File: config.mk
export PLATFORM = sky130hd
export DESIGN_NAME = ssub_serial
export DESIGN_NICKNAME = d
export VERILOG_FILES = /design/src/rtl/ssub_serial.sv
export SDC_FILE = /design/constraint.sdc
export NUM_CORES = 1
export LEC_CHECK = 0
export ABC_AREA = 1
export ABC_CLOCK_PERIOD_IN_PS = 1400
export BUFFER_PORTS_ARGS = -buffer_cell sky130_fd_sc_hd__buf_2
export CORE_MARGIN = 4
export CORE_UTILIZATION = 54
export DETAILED_ROUTE_END_ITERATION = 12
export PLACE_DENSITY_LB_ADDON = 0.12
export SLEW_MARGIN = 10
export SYNTH_ARGS = -nofsm -noshare
export SYNTH_HDL_FRONTEND = slang
export SYNTH_SLANG_ARGS = --single-unit
File: constraint.sdc
create_clock -name clk -period 1.4 [get_ports clk]
set_clock_uncertainty 0.05 [all_clocks]
set_input_delay 0.07 -clock clk [delete_from_list [all_inputs] [get_ports clk]]
set_output_delay 0.07 -clock clk [all_outputs]
set_load 0.005 [all_outputs]
File: src/rtl/ssub_serial.sv
`default_nettype none
// ============================================================================
// Module   : ssub_serial
// Brief    : Bit-serial subtractor (adata - bdata), LSB first, with start/ready
//            load and done/ack result handshakes. Optional SSUB_SATURATE_EN
//            clamps an underflowing result to zero.
// Revision : 1.0  initial release
// ============================================================================
module ssub_serial #(
    parameter int WIDTH = 8
) (
    input  logic             clk,
    input  logic             rst_n,
    input  logic             start,
    input  logic [WIDTH-1:0] adata,
    input  logic [WIDTH-1:0] bdata,
    input  logic             enable,
    output logic             ready,
    output logic             done,
    input  logic             out_ack,
    output logic [WIDTH-1:0] pout,
    output logic             borrow_out
);

    localparam int              c_cnt_w = (WIDTH > 1) ? $clog2(WIDTH) : 1;
    localparam logic [c_cnt_w-1:0] c_last = c_cnt_w'(WIDTH - 1);

    typedef enum logic [1:0] {
        S_IDLE = 2'd0,
        S_RUN  = 2'd1,
        S_DONE = 2'd2
    } state_t;

    state_t               r_state;
    state_t               w_next;
    logic [WIDTH-1:0]     r_a;
    logic [WIDTH-1:0]     r_b;
    logic [WIDTH-1:0]     r_res;
    logic [c_cnt_w-1:0]   r_cnt;
    logic                 r_brw;
    logic                 r_bout;
    logic                 w_load;
    logic                 w_step;
    logic                 w_last;
    logic                 w_d;
    logic                 w_brw_next;

    // Single full-subtractor cell working on the current LSBs.
    assign w_d        = r_a[0] ^ r_b[0] ^ r_brw;
    assign w_brw_next = (~r_a[0] & r_b[0]) | (~(r_a[0] ^ r_b[0]) & r_brw);

    always_ff @(posedge clk or negedge rst_n) begin
        if (!rst_n) begin
            r_state <= S_IDLE;
        end else begin
            r_state <= w_next;
        end
    end

    always_comb begin
        w_next = r_state;
        ready  = 1'b0;
        done   = 1'b0;
        w_load = 1'b0;
        w_step = 1'b0;
        w_last = 1'b0;
        case (r_state)
            S_IDLE: begin
                ready = 1'b1;
                if (start) begin
                    w_load = 1'b1;
                    w_next = S_RUN;
                end
            end
            S_RUN: begin
                if (enable) begin
                    w_step = 1'b1;
                    if (r_cnt == c_last) begin
                        w_last = 1'b1;
                        w_next = S_DONE;
                    end
                end
            end
            S_DONE: begin
                done = 1'b1;
                if (out_ack) begin
                    w_next = S_IDLE;
                end
            end
            default: begin
                w_next = S_IDLE;
            end
        endcase
    end

    always_ff @(posedge clk or negedge rst_n) begin
        if (!rst_n) begin
            r_a    <= '0;
            r_b    <= '0;
            r_res  <= '0;
            r_cnt  <= '0;
            r_brw  <= 1'b0;
            r_bout <= 1'b0;
        end else if (w_load) begin
            r_a    <= adata;
            r_b    <= bdata;
            r_res  <= '0;
            r_cnt  <= '0;
            r_brw  <= 1'b0;
            r_bout <= 1'b0;
        end else if (w_step) begin
            r_a    <= r_a >> 1;
            r_b    <= r_b >> 1;
            r_res  <= {w_d, r_res[WIDTH-1:1]};
            r_cnt  <= r_cnt + c_cnt_w'(1);
            r_brw  <= w_brw_next;
            if (w_last) begin
                r_bout <= w_brw_next;
`ifdef SSUB_SATURATE_EN
                // Underflow floors the unsigned result at zero.
                if (w_brw_next) begin
                    r_res <= '0;
                end
`endif
            end
        end
    end

    assign pout       = r_res;
    assign borrow_out = r_bout;

endmodule
`default_nettype wire
== Word-level counts from Yosys, hierarchy flattened ==
Index checks and enable logic that the tools add are counted.
Word-level totals
  RAM bits: 0
  output and inout bits: 11
  register bits after elaboration: 31
  bits in latches: 0
  logic and storage cells: 54
  memory bits (read-only): 0
  memories kept: 0
  input port bits: 21
Operators by class
  multipliers: 0
  add/subtract/negate cells: 1
  bitwise operators: 7
  magnitude comparators: 0
  shifts and indexed selects: 0
  divide/modulo/power cells: 0
  reduce and logical (&&, ||, !) cells: 5
  equal/unequal tests: 7
  muxes and demuxes: 27
Operator list (count)
  2-to-1 mux 8 bit: 6
  2-to-1 mux 1 bit: 14
  2-to-1 mux 2 bit: 4
  != test 2 bit, second input constant: 4
  2-to-1 mux 3 bit: 2
  one-hot mux 2 bit (3 select lines): 1
  AND reduction 4 bit: 1
  nonzero test 2 bit: 2
  adder 3 x 1 -> 3 bit, second input constant: 1
  equality test 3 bit, second input constant: 1
  bitwise AND 1 bit: 2
  equality test 2 x 1 -> 1 bit, second input constant: 1
  equality test 2 bit, second input constant: 1
  logical NOT 2 bit: 1
  NOT 1 bit: 2
  AND reduction 2 bit: 1
  bitwise XOR 1 bit: 2
  OR 1 bit: 1

== Longest topological paths before layout ==
  depth after elaboration: 7
  gate-level depth with buffers: 8
  depth with buffers taken out: 6

== Worst setup path before layout ==
Ideal clock, no wire load.
  path kind: register to register
  from: register r_state[0]
  to: register r_res[1] (netlist: pout[1])
  buffers on the path: 2
  stages on the path, launching flop included: 9
  required time: 1233 ps
  clock period less this slack: 1219 ps
  library setup time: 117 ps
  setup slack: 181 ps
  data arrival time: 1051 ps
  cells stage by stage: dfrtp_1 > buf_6 > nor2_4 > nand2_2 > nand2_4 > inv_4 > buf_6 > nand2_1 > nand2_1
On the way
  word-level cells in the longest chain between the ends: 3
  elaborated cells between the ends (all ways): 6
  those cells by class: eq/ne (1); mux (3); reduce/logical (2)
RTL lines
  start, declared: line 34  | state_t r_state;
  start signal, assigned: line 56  | r_state <= w_next;
  equality test 2 x 1 -> 1 bit / logical NOT 2 bit (equally long branches): line 67  | case (r_state)
  2-to-1 mux 1 bit: line 67
  nonzero test 2 bit (no line) / 2-to-1 mux 8 bit (equally long branches)
  end signal, assigned: line 114  | r_res <= {w_d, r_res[WIDTH-1:1]};
  end, declared: line 38  | logic [WIDTH-1:0] r_res;
Parallel ways exist; a longest one is shown, timed or not.
A chain may end at the register's enable or synchronous reset.

== Worst setup path after layout ==
  from: register r_cnt[0]
  to: register r_bout (netlist: borrow_out)
On the way
  word-level cells in the longest chain between the ends: 6
RTL lines
  start, declared: line 39  | logic [c_cnt_w-1:0] r_cnt;
  start signal, assigned: line 115  | r_cnt <= r_cnt + c_cnt_w'(1);
  equality test 3 bit: line 78  | if (r_cnt == c_last) begin
  2-to-1 mux 1 bit: line 78
  2-to-1 mux 1 bit: line 76  | if (enable) begin
  2-to-1 mux 1 bit: line 67
  nonzero test 2 bit (no line)
  AND reduction 2 bit (no line)
  end signal, assigned: line 118  | r_bout <= w_brw_next;
  end, declared: line 41  | logic r_bout;
No other way between the ends.

==> impl_metrics.yaml <==
die:
  dieArea_sq_mm: 0.003827
  die_h_um: 61.86
  top_level_ports: 32
  initial_core_util_pct: 56.81
  core-area_sq_mm: 0.002758
  core.rowCount: 19
  die_w_um: 61.86
grt:
  antenna_found_initial: 0
  grt_pass1_vias: 1245
  grt.overflow.total: 0
  grt.total_usage_pct: 20.36
  grt_pass1_wl_um: 5609
  grt_max_degree: 32
run_status:
  outcome: "complete, no violations"
clock_network:
  clockBufferDepth: 2
  clock_sinks: 31
  cts_tree: "done"
  clk_pin_slew_ns: 0.10
  root_buffer: "clkbuf_4"
  htreeDepth: 2
  numCtsBuffers: 5
  clkLatencyLatePin_ns: 0.33
  post-cts-setup-buffer-count: 0
placement:
  io_buffers: 31
  dp_hpwl_um: 2213
  dpl-instance-area_sq_mm: 0.001745
  post-place-ws_ns: 0.07796
  dp_cells: 254
  gp_congestion: 0.8489
finish:
  diodes: 0
  layout.nets: 267
  fin_area_sq_mm: 0.001936
  final_core_util_pct: 70.19
  area_growth_pct: 23.56
  drive_gt1_share_pct: 22.13
  instances_no_fill: 275
synth:
  yosysMostFrequentCell: "nand2_1"
  synth_fa_ha_area_share_pct: 2.875
  synth_area_per_cell_sq_um: 8.075
  ys_types: 22
  ys_ff_latch: 31
  synth_compound_gate_area_share_pct: 1.118
  synth_xor_xnor_area_share_pct: 0
  async_reset_ff_share_pct: 100.0
  synth_ff_type: "dfrtp_1"
  yosys.area_share.simple_pct: 36.74
  synth_common_cells: "nand2_1 (81), dfrtp_1 (31), nand3_1 (23)"
  synth.area.top_cells: "dfrtp_1 (50%), nand2_1 (19%), nand3_1 (7.3%)"
  yosys.area.top_type: "dfrtp_1"
  syn-num-nets: 218
  yosys-mux-area-fraction_pct: 0
  synth_edf_count: 0
  synth-seq-area-share_pct: 49.52
  yosys_warnings: 0
  mappedNetlistArea_sq_mm: 0.001567
  synth_top_family_by_area: "simple AND/OR/NAND/NOR gates"
  syn_inst: 194
  synth_top_area_share_pct: 49.52
critical_path:
  start_kind: "register"
  crit_required_ns: 1.57
  worstSetupPathType: "reg -> reg"
  arrival_ns: 1.50
  end_kind: "register"
  cp_max_fo: 3
timing:
  setup_viol: 0
  hold_viol: 0
  rsz0062_at_grt: "yes"
  relSlewSlack_pct: 55.05
  period_needed_ns: 1.324
  post-route-period-util_pct: 94.61
  tightest_slew_ns: 0.6743
  slew_violations: 0
  fmax_mhz: 755.0
  setup_slack_ns: 0.07551
hold_path:
  min_path_type: "in -> reg"
routing:
  antenna_left: 0
  drt_iter0_drc: 59
  wl_um: 3265
  wire_per_inst_um: 11.87
  vias: 1364
  via_per_inst: 4.960
  route.detailed.drc: 0
  first_pass_iters: 4
power:
  powerDensity_mw_per_mm2: 1708
  p_leak_uw: 0.001114
  finalPower_uw: 3306
  ir_drop_v: 0.001219
job:
  maxCapViolCount: 0
[sequential cells by signal, indices dropped and copies added (netlist names)]
signal	cells
r_brw	1
r_cnt	3
borrow_out	1
pout	8
r_b	8
r_state	2
r_a	8
[placed cells by master, fill, tap and decap left out, drive strengths merged]
| master | n |
|---|---|
| nor2 | 7 |
| nand4 | 4 |
| dfrtp | 31 |
| o21ai | 2 |
| clkinv | 4 |
| fa | 1 |
| dlygate4sd3 | 13 |
| ha | 2 |
| buf | 39 |
| nand3 | 24 |
| inv | 19 |
| nand2 | 83 |
| nand3b | 9 |
| clkbuf | 5 |
| o31ai | 1 |
[stage by stage]
step,TNS [ns],hold slack (ns)
after floorplan,0,-0.2756
after global placement,0,0.09012
after detailed placement,0,0.1024
after CTS,0,0.0006055
after global routing,-0.01325,0.01655
final,0,0.01229
[path summary, 6_finish.rpt]
kind	from	to	slack, ns	depth (start not counted)
max	r_cnt[0]	borrow_out	0.08	6
min	bdata[4]	r_b[4]	0.01	4
max reg2reg	r_cnt[0]	borrow_out	0.08	6
min reg2reg	pout[0]	pout[0]	0.43	2
max in group asynchronous	rst_n	r_state[1]	0.57	2
min in group asynchronous	rst_n	pout[5]	0.26	2
[report_power, final]
| part | switching (uW) | internal [uW] |
|---|---|---|
| clock network | 307 | 186 |
| registers | 232 | 1270 |
| logic | 748 | 567 |
[cell type report]
| class | count | area (sq um) |
|---|---|---|
| tap | 31 | 38.79 |
| clock inverter | 3 | 15.01 |
| timing repair buffer | 52 | 349.1 |
| sequential | 31 | 777.0 |
| clock buffer | 5 | 37.54 |
| inverter | 20 | 80.08 |
| multi-input combinational | 133 | 638.1 |
| fill | 232 | 822.0 |
[worst max-delay path, cell delays in order (launching register included)]
cell and delay [ns]:
dfrtp_1 0.42, ha_1 0.22, ha_1 0.20, nand3_1 0.14, clkinv_1 0.07, nand2_1 0.07
nand2_1 0.05
[metal layers]
| layer | global-route usage (%) | part of all wire [%] |
|---|---|---|
| met3 | 7.851 | 5.3 |
| met1 | 25.58 | 47 |
| met5 | 0 | 0 |
| met2 | 31.99 | 47 |
| met4 | 7.273 | 1.0 |
[logic make-up (layout without fill, tap and decap cells)]
kind of cell,Yosys count,count (layout)
compound gates,3,3
fa+ha+maj,3,3
buf+inv,30,80
flops,31,31
simple gates,127,127
[what timing repair did]
action | CTS | global route
endpoints found under the setup margin | 0 | 6
hold endpoints to repair | 43 | 0
hold buffers | 13 | 0
resized for setup | 0 | 3
(Power assumes the default switching activity.)
